[config.mk]
export PLATFORM = sky130hd
export DESIGN_NAME = float_multiplier_seq_flat
export DESIGN_NICKNAME = d
export VERILOG_FILES = /design/src/rtl/fp_pkg.sv /design/src/rtl/float_multiplier_seq_if.sv /design/src/rtl/float_multiplier_seq_mantissa_mult_seq.sv /design/src/rtl/float_multiplier_seq.sv /design/src/flat_wrapper.sv
export SDC_FILE = /design/constraint.sdc
export NUM_CORES = 1
export LEC_CHECK = 0
export ABC_AREA = 1
export CAP_MARGIN = 10
export CORE_MARGIN = 1.5
export CORE_UTILIZATION = 50
export DETAILED_ROUTE_END_ITERATION = 8
export PLACE_DENSITY = 0.74
export SETUP_SLACK_MARGIN = 0.02
export SLEW_MARGIN = 0
export SYNTH_ARGS = -nofsm -noshare
export SYNTH_HDL_FRONTEND = slang
export SYNTH_SLANG_ARGS = --single-unit
[constraint.sdc]
create_clock -name clk -period 3.6 [get_ports clk]
set_input_delay 0.72 -clock clk [delete_from_list [all_inputs] [get_ports clk]]
set_output_delay 0.72 -clock clk [all_outputs]
set_load 0.005 [all_outputs]
[src/rtl/fp_pkg.sv]
// Shared binary32 constants, FSM state encoding and operand classification
// for the FP arithmetic cluster (multiplier and divider).
package fp_pkg;

    localparam int unsigned MANT_W   = 24;
    localparam int          EXP_BIAS = 127;
    localparam logic [7:0]  EXP_MAX  = 8'hFF;
    localparam logic [31:0] QNAN     = 32'h7FC0_0000;

    typedef logic [1:0] state_t;
    localparam state_t IDLE = 2'd0;
    localparam state_t MUL  = 2'd1;
    localparam state_t NORM = 2'd2;
    localparam state_t DONE = 2'd3;

    typedef struct packed {
        logic zero;
        logic inf;
        logic nan;
    } fp_class_t;

    // Denormals classify as zero (DAZ).
    function automatic fp_class_t classify(input logic [31:0] x);
        fp_class_t c;
        c.zero = (x[30:23] == 8'h00);
        c.inf  = (x[30:23] == EXP_MAX) && (x[22:0] == 23'h0);
        c.nan  = (x[30:23] == EXP_MAX) && (x[22:0] != 23'h0);
        return c;
    endfunction

endpackage

[src/rtl/float_multiplier_seq_if.sv]
// Operand/result handshake bundle of the sequential float multiplier.
interface float_multiplier_seq_if;

    logic        in_valid;
    logic        in_ready;
    logic [31:0] a;
    logic [31:0] b;
    logic        out_valid;
    logic        out_ready;
    logic [31:0] result;
    logic        error;
    logic        overflow;
    logic        underflow;

    modport master (
        output in_valid, a, b, out_ready,
        input  in_ready, out_valid, result, error, overflow, underflow
    );

    modport slave (
        input  in_valid, a, b, out_ready,
        output in_ready, out_valid, result, error, overflow, underflow
    );

endinterface

[src/rtl/float_multiplier_seq_mantissa_mult_seq.sv]
// 24-step shift-add mantissa multiplier: one partial product per cycle,
// last_step flags the cycle in which the final partial product is added.
module mantissa_mult_seq
    import fp_pkg::*;
(
    input  logic                    clk,
    input  logic                    rst,
    input  logic                    start,
    input  logic [MANT_W-1:0]       mant_a,
    input  logic [MANT_W-1:0]       mant_b,
    output logic                    last_step,
    output logic [2*MANT_W-1:0]     product
);

    localparam int unsigned CNT_W = $clog2(MANT_W);

    logic [MANT_W-1:0]   ma_q;
    logic [MANT_W-1:0]   mb_q;
    logic [CNT_W-1:0]    cnt_q;
    logic                busy_q;
    logic [2*MANT_W-1:0] acc_q;

    assign last_step = busy_q && (cnt_q == CNT_W'(MANT_W - 1));
    assign product   = acc_q;

    always_ff @(posedge clk) begin
        if (rst) begin
            ma_q   <= '0;
            mb_q   <= '0;
            cnt_q  <= '0;
            busy_q <= 1'b0;
            acc_q  <= '0;
        end else if (start) begin
            ma_q   <= mant_a;
            mb_q   <= mant_b;
            cnt_q  <= '0;
            busy_q <= 1'b1;
            acc_q  <= '0;
        end else if (busy_q) begin
            if (mb_q[cnt_q]) begin
                acc_q <= acc_q + ({{MANT_W{1'b0}}, ma_q} << cnt_q);
            end
            cnt_q <= last_step ? '0 : cnt_q + 1'b1;
            if (last_step) begin
                busy_q <= 1'b0;
            end
        end
    end

endmodule

[src/rtl/float_multiplier_seq.sv]
// Sequential binary32 multiplier: special cases resolve in one cycle, normal
// operands go through the shift-add engine, a one-cycle normalise, then DONE.
module float_multiplier_seq
    import fp_pkg::*;
(
    input  logic                  clk,
    input  logic                  rst,
    float_multiplier_seq_if.slave bus
);

    state_t      state;
    logic        sign_q;
    logic [7:0]  ea_q;
    logic [7:0]  eb_q;
    logic [31:0] result_q;
    logic        error_q;
    logic        overflow_q;
    logic        underflow_q;

    logic        mult_start;
    logic        mult_last;
    logic [47:0] product;
    logic        unused_lsbs;

    fp_class_t   ca;
    fp_class_t   cb;
    logic        in_sign;
    logic        spec_hit;
    logic        spec_err;
    logic [31:0] spec_result;

    logic signed [9:0] exp_sum;
    logic signed [9:0] norm_exp;
    logic [22:0]       norm_mant;
    logic              norm_ov;
    logic              norm_un;

    assign bus.in_ready  = (state == IDLE);
    assign bus.out_valid = (state == DONE);
    assign bus.result    = result_q;
    assign bus.error     = error_q;
    assign bus.overflow  = overflow_q;
    assign bus.underflow = underflow_q;

    assign unused_lsbs = ^product[22:0];

    always_comb begin
        ca          = classify(bus.a);
        cb          = classify(bus.b);
        in_sign     = bus.a[31] ^ bus.b[31];
        spec_hit    = 1'b1;
        spec_err    = 1'b0;
        spec_result = '0;
        if (ca.nan || cb.nan || (ca.zero && cb.inf) || (ca.inf && cb.zero)) begin
            spec_err    = 1'b1;
            spec_result = QNAN;
        end else if (ca.inf || cb.inf) begin
            spec_result = {in_sign, EXP_MAX, 23'h0};
        end else if (ca.zero || cb.zero) begin
            spec_result = {in_sign, 31'h0};
        end else begin
            spec_hit = 1'b0;
        end
    end

    assign mult_start = (state == IDLE) && bus.in_valid && !spec_hit;

    mantissa_mult_seq u_mult (
        .clk       (clk),
        .rst       (rst),
        .start     (mult_start),
        .mant_a    ({1'b1, bus.a[22:0]}),
        .mant_b    ({1'b1, bus.b[22:0]}),
        .last_step (mult_last),
        .product   (product)
    );

    // Product of two [1,2) mantissas lies in [1,4); bit 47 selects the extra shift.
    always_comb begin
        exp_sum = $signed({2'b00, ea_q}) + $signed({2'b00, eb_q}) - $signed(10'(EXP_BIAS));
        if (product[47]) begin
            norm_mant = product[46:24];
            norm_exp  = exp_sum + 10'sd1;
        end else begin
            norm_mant = product[45:23];
            norm_exp  = exp_sum;
        end
        norm_ov = (norm_exp >= 10'sd255);
        norm_un = !norm_ov && (norm_exp <= 10'sd0);
    end

    always_ff @(posedge clk) begin
        if (rst) begin
            state       <= IDLE;
            sign_q      <= 1'b0;
            ea_q        <= '0;
            eb_q        <= '0;
            result_q    <= '0;
            error_q     <= 1'b0;
            overflow_q  <= 1'b0;
            underflow_q <= 1'b0;
        end else begin
            case (state)
                IDLE: begin
                    if (bus.in_valid) begin
                        sign_q      <= in_sign;
                        ea_q        <= bus.a[30:23];
                        eb_q        <= bus.b[30:23];
                        result_q    <= spec_result;
                        error_q     <= spec_err;
                        overflow_q  <= 1'b0;
                        underflow_q <= 1'b0;
                        state       <= spec_hit ? DONE : MUL;
                    end
                end
                MUL: begin
                    if (mult_last) begin
                        state <= NORM;
                    end
                end
                NORM: begin
                    overflow_q  <= norm_ov;
                    underflow_q <= norm_un;
                    if (norm_ov) begin
                        result_q <= {sign_q, EXP_MAX, 23'h0};
                    end else if (norm_un) begin
                        result_q <= {sign_q, 31'h0};
                    end else begin
                        result_q <= {sign_q, norm_exp[7:0], norm_mant};
                    end
                    state <= DONE;
                end
                default: begin
                    if (bus.out_ready) begin
                        state <= IDLE;
                    end
                end
            endcase
        end
    end

endmodule

[src/flat_wrapper.sv]
// flat-port wrapper written by rule: the top's interface ports become plain ports
module float_multiplier_seq_flat import fp_pkg::*;
  (clk, rst, bus_in_valid, bus_a, bus_b, bus_out_ready, bus_in_ready, bus_out_valid, bus_result, bus_error, bus_overflow, bus_underflow);
  float_multiplier_seq_if bus_i ();
  input  logic clk;
  input  logic rst;
  input wire logic [$bits(bus_i.in_valid)-1:0] bus_in_valid;
  input wire logic [$bits(bus_i.a)-1:0] bus_a;
  input wire logic [$bits(bus_i.b)-1:0] bus_b;
  input wire logic [$bits(bus_i.out_ready)-1:0] bus_out_ready;
  output wire logic [$bits(bus_i.in_ready)-1:0] bus_in_ready;
  output wire logic [$bits(bus_i.out_valid)-1:0] bus_out_valid;
  output wire logic [$bits(bus_i.result)-1:0] bus_result;
  output wire logic [$bits(bus_i.error)-1:0] bus_error;
  output wire logic [$bits(bus_i.overflow)-1:0] bus_overflow;
  output wire logic [$bits(bus_i.underflow)-1:0] bus_underflow;
  assign bus_i.in_valid = bus_in_valid;
  assign bus_i.a = bus_a;
  assign bus_i.b = bus_b;
  assign bus_i.out_ready = bus_out_ready;
  assign bus_in_ready = bus_i.in_ready;
  assign bus_out_valid = bus_i.out_valid;
  assign bus_result = bus_i.result;
  assign bus_error = bus_i.error;
  assign bus_overflow = bus_i.overflow;
  assign bus_underflow = bus_i.underflow;
  float_multiplier_seq u_core (.clk(clk), .rst(rst), .bus(bus_i));
endmodule
# Word level (Yosys, flattened, before mapping)
# Cells that the tools add are included.
[op_classes]
add_sub_neg = 5
mul = 0
div = 0
magnitude_cmp = 3
n_eq_ne = 8
shift = 1
n_mux = 27
bitwise = 1
n_reduce_logical = 31
[ops]
columns = ["cell", "n"]
rows = [
  ["32-bit 2-to-1 mux", 4],
  ["32-bit one-hot mux with 2 select lines", 1],
  ["31-bit 2-to-1 mux", 2],
  ["48-bit adder", 1],
  ["24-bit by 5-bit << shifter with 48-bit output", 1],
  ["23-bit logical NOT", 2],
  ["23-bit nonzero test", 2],
  ["23-bit 2-to-1 mux", 1],
  ["8-bit == test (second input constant)", 2],
  ["8-bit logical NOT", 2],
  ["10-bit by 2-bit adder with 10-bit output (second input constant)", 1],
  ["10-bit by 9-bit greater-or-equal comparator with 1-bit output (second input constant)", 1],
  ["10-bit by 1-bit less-or-equal comparator with 1-bit output (second input constant)", 1],
  ["1-bit logical AND", 10],
  ["10-bit 2-to-1 mux", 1],
  ["10-bit by 8-bit subtractor with 10-bit output (second input constant)", 1],
  ["8-bit by 8-bit adder with 9-bit output", 1],
  ["1-bit 2-to-1 mux", 9],
  ["2-bit 2-to-1 mux", 4],
  ["5-bit by 6-bit less-than comparator with 1-bit output (second input constant)", 1],
  ["2-bit one-hot mux with 3 select lines", 1],
  ["2-bit AND reduction", 3],
  ["5-bit by 1-bit adder with 5-bit output (second input constant)", 1],
  ["1-bit binary-select mux with 5-bit select", 1],
  ["14 further kinds", 22],
]
[totals]
ff_bits = 156
latchBits = 0
mem_bits_rw = 0
rom_bits = 0
input_bits = 68
output_inout_bits = 37
wordCells = 89
n_memories = 0

# Longest topological paths before layout
[logic_depth]
word_depth = 10
ltp_mapped = 31
depth_no_buf = 28

# By module
# A second synthesis with hierarchy kept.
[unflattened]
hier_cells = 2334
area_unflattened_um2 = 13146.4
[modules_own_cells]
columns = ["module", "instances", "cells_per_inst", "area_each_um2", "seq_area_each_um2"]
rows = [
  ["mantissa_mult_seq", 1, 1738, 9397.8, 2042.0],
  ["float_multiplier_seq", 1, 596, 3748.6, 1081.0],
]

# Worst setup path before layout
# OpenSTA, ideal clock, no wires.
[synth_path]
path_kind = "flip-flop to flip-flop"
startpoint = "register u_core.u_mult.cnt_q[0]"
endpoint = "register u_core.u_mult.acc_q[46], in the netlist u_core.u_mult.product[46]"
setup_ns = 0.128
arrival_time_ns = 3.531
required_ns = 3.472
path_slack_ns = -0.059
stages_incl_launch_ff = 23
path_buffers = 3
period_less_slack_ns = 3.659
cell_sequence = "dfxtp_1 -> buf_2 -> inv_1 -> clkbuf_1 -> buf_1 -> nand2_1 -> nor2_1 -> nand2_1 -> nor2_1 -> ha_1 -> inv_1 -> fa_1 -> inv_1 -> nand3_1 -> nand2_1 -> a21boi_0 -> o21ai_0 -> a21oi_1 -> o21ai_0 -> nand3_1 -> nand3_1 -> xor2_1 -> a21oi_1"
[synth_via]
elab_chain_len = 3
word_cells_on_any_way = 5
classes_between = "add/sub: 1; shift: 1; mux: 2; reduce/logical: 1"
[synth_lines]
columns = ["item", "line", "source"]
rows = [
  ["start: declaration", "float_multiplier_seq_mantissa_mult_seq.sv:19", "logic [CNT_W-1:0] cnt_q;"],
  ["start signal: assignment", "float_multiplier_seq_mantissa_mult_seq.sv:43", "cnt_q <= last_step ? '0 : cnt_q + 1'b1;"],
  ["parallel branches: the longest is 3 deep, another holds 48-bit adder", "--", ""],
  ["end signal: assignment", "float_multiplier_seq_mantissa_mult_seq.sv:41", "acc_q <= acc_q + ({{MANT_W{1'b0}}, ma_q} << cnt_q);"],
  ["end: declaration", "float_multiplier_seq_mantissa_mult_seq.sv:21", "logic [2*MANT_W-1:0] acc_q;"],
]
# Parallel ways; which one is timed is not known. The select of a mux whose other input is x is not followed.
# A chain may end at the register's enable or synchronous reset.

# Final worst setup path
[layout_path]
startpoint = "register u_core.u_mult.cnt_q[0]"
endpoint = "register u_core.u_mult.acc_q[30], in the netlist u_core.u_mult.product[30]"
# Same word-level chain as after synthesis.

==> qor.yml <==
yosys-mux-area-fraction_pct: 1.47
crit_arrival_ns: 4.00
wl_per_cell_um: 15.9
area_growth_pct: 35.8
slew_headroom_pct: 58.3
cts_root_buf: "clkbuf_16"
end_kind: "register"
ys_async_sr_fraction_pct: 0
wirelength_mm: 37.6
netlist_instances: 1813
drtIter0Drc: 1383
ys_seq_area_share_pct: 26.9
holdPathStages: 2
crit_required_ns: 3.91
dieArea_um2: 24000
power_mw: 8.29
synth_top_family_by_area: "simple AND/OR/NAND/NOR gates"
powerDensity_nw_per_um2: 529
reg2reg_slack_ns: -0.09
fin_skew_ns: 0.0132
hold_path_class: "reg2reg"
route.detailed.drc: 0
ys.flop_type: "dfxtp_1"
synth_compound_area_share_pct: 23.3
cts_tree: "yes"
synth_xor_area_share_pct: 3.26
status: "finished with violations"
tightest_slew_ns: 0.625
ys_top_cells_by_area: "dfxtp_1 27%, nand2_1 11%, o21ai_0 9.8%"
pre_cts_slack_ns: -0.264
synth-seq-cells: 155
synth_top_area_share_pct: 26.9
yosysTopAreaCell: "dfxtp_1"
p_sw_mw: 3.56
worstSetupStartpointType: "register"
cts_buffers: 17
ant_nets: 0
rsz0062_at_grt: "yes"
vias: 13408
nFillCells: 1854
fin_nets: 2204
violations: "negative setup slack"
switching_share_pct: 42.9
viasPerCell: 5.66
synth_fa_ha_area_share_pct: 7.17
finish.utilization_pct: 69.3
min_period_ns: 3.69
clk_pin_slew_ns: 0.07
synth_edf_count: 0
gp_congestion: 0.941
die_w_um: 155
syn_area_um2: 11500
intPower_mw: 4.73
period_share_pct: 103
cts_max_level: 4
finalWorstSetupSlack_ns: -0.0914
startpoint: "u_core.u_mult.cnt_q[0]"
grt_pass1_wl_mm: 54.7
holdWs_ns: 0.459
r2r-end: "u_core.u_mult.product[30]"
worstHoldStart: "u_core.u_mult.mb_q[13]"
layout_commonest_cell: "nand2_1"
clockBufferDepth: 2
fmax_mhz: 271
synth-simple-area-share_pct: 30.0
final_cell_mix: "310 x nand2_1, 272 x nor2_1, 191 x buf_4"
syn_nets: 1946
yosysWarnings: 0
cap_violations: 0
port_buffers: 104
num_rows: 55
slew_violations: 0
antenna_found_initial: 0
cp_max_fo: 14
whs_endpoint: "u_core.u_mult.mb_q[13]"
p_leak_nw: 6.75
p_clk_share_pct: 22.1
grt_remaining_overflow: 0
worstSetupPathType: "reg2reg"
grt_pass1_vias: 11546
worstSkewPairLatency_ns: 0.44
combPwrFrac_pct: 50.5
numClockSinks: 155
initial_utilization_pct: 51.0
n_antenna_cell: 0
synthDistinctLibCells: 50
layout-drive-gt1-share_pct: 22.8
fp.coreArea_um2: 22600
ios: 105
multi_input_area_um2: 8250
vdd_drop_max_uv: 346
reg2reg_depth: 23
grt_usage_pct: 27.9
synth.avg_cell_area_um2: 6.37
hold_viol_final: 0
firstDrtPassIters: 7
setup_viol: 7
die_h_um: 155
grt_max_degree: 66
p_seq_share_pct: 27.3
hold_buffers: 0
dpl.hpwl_mm: 26.4
register_area_um2: 3110
rr_startpoint: "u_core.u_mult.cnt_q[0]"
[layer usage]
metal | GRT usage (%) | part of all wire (%)
met1 | 37.3 | 42
met2 | 46.7 | 47
met3 | 4.40 | 7.4
met4 | 7.65 | 3.6
met5 | 0 | 0
[how the worst max path moves through the flow]
stage	cells past startpoint	end
after floorplan	22	u_core.u_mult.product[46]
after global placement	22	u_core.u_mult.product[41]
after detailed placement	25	u_core.u_mult.product[42]
after CTS	23	u_core.u_mult.product[30]
after global routing	26	u_core.u_mult.product[42]
final	23	u_core.u_mult.product[30]
[power groups by stage]
stage | Combinational (mW) | Sequential [mW] | Clock, mW
2_1_floorplan | 2.36 | 2.21 | 0
3_3_place_gp | 3.49 | 2.27 | 0
3_5_place_dp | 3.56 | 2.28 | 0
4_1_cts | 3.64 | 2.24 | 1.84
5_1_grt | 4.57 | 2.30 | 1.93
6_report | 4.19 | 2.27 | 1.84
[worst max-delay path, stage by stage (launching register included)]
cell and delay (ns):
dfxtp_4 0.37, buf_8 0.15, buf_4 0.14, nand2_2 0.09, nand3_1 0.14, o21ai_2 0.12
mux2i_1 0.17, mux2i_1 0.24, o22ai_1 0.14, ha_1 0.38, nand2_2 0.10, nor2_4 0.11
inv_2 0.05, nor2_4 0.12, inv_2 0.06, nor4_4 0.30, nand2_1 0.10, nand3_2 0.08
a21boi_1 0.06, buf_4 0.16, o21ai_1 0.17, buf_4 0.14, xnor2_1 0.10, a21oi_1 0.08
[cells by family after synthesis]
family	Yosys count
muxes	17
DFF	155
AOI/OAI and AO/OA	488
adders and majority gates	65
xor gates and xnor gates	43
buffers and inverters	237
and+or+nand+nor	808
[area by class of cell]
cell class | instances | share of cell area [%]
multi-input cells | 1422 | 52.6
well taps | 285 | 2.27
inverters | 164 | 3.98
clock buffers | 17 | 2.71
flip-flops and latches | 155 | 19.8
repair buffers | 311 | 17.6
clock inverters | 15 | 0.989
[synth_stat cells (17+ instances only)]
cell type and count:
a21oi_1 160, nand2_2 31, o21ai_0 225, a31oi_1 23
xnor2_1 21, xor2_1 22, dfxtp_1 155, nand3_1 65
o22ai_1 17, mux2i_1 17, a21oi_2 20, nand2_1 334
clkbuf_1 54, inv_1 141, nor3_1 31, nor2_1 289
ha_1 63
[flip-flops by register name, summed over array words and instances, names as in the netlist]
name / count
u_core.bus.underflow: 1
u_core.sign_q: 1
u_core.ea_q: 8
u_core.u_mult.mb_q: 23
u_core.u_mult.busy_q: 1
u_core.u_mult.ma_q: 24
u_core.bus.overflow: 1
u_core.state: 2
u_core.bus.error: 1
u_core.bus.result: 32
u_core.eb_q: 8
u_core.u_mult.product: 48
u_core.u_mult.cnt_q: 5
[per-stage QoR]
| stage | std cells | setup TNS [ns] | instance area [um2] |
|---|---|---|---|
| 2_1_floorplan | 1813 | 0 | 11600 |
| 3_3_place_gp | 2299 | -2.00 | 14000 |
| 3_5_place_dp | 2299 | -1.92 | 14000 |
| 4_1_cts | 2336 | 0 | 14700 |
| 5_1_grt | 2369 | -2.54 | 15700 |
| 6_report | 2369 | -0.392 | 15700 |
[what timing repair did]
item                                    CTS  global route
pin swaps                                 2            59
buffers inserted                          5            30
gates cloned                              0             3
resized for setup                        35           213
endpoints found under the setup margin   19            53
(Power assumes the default switching activity.)
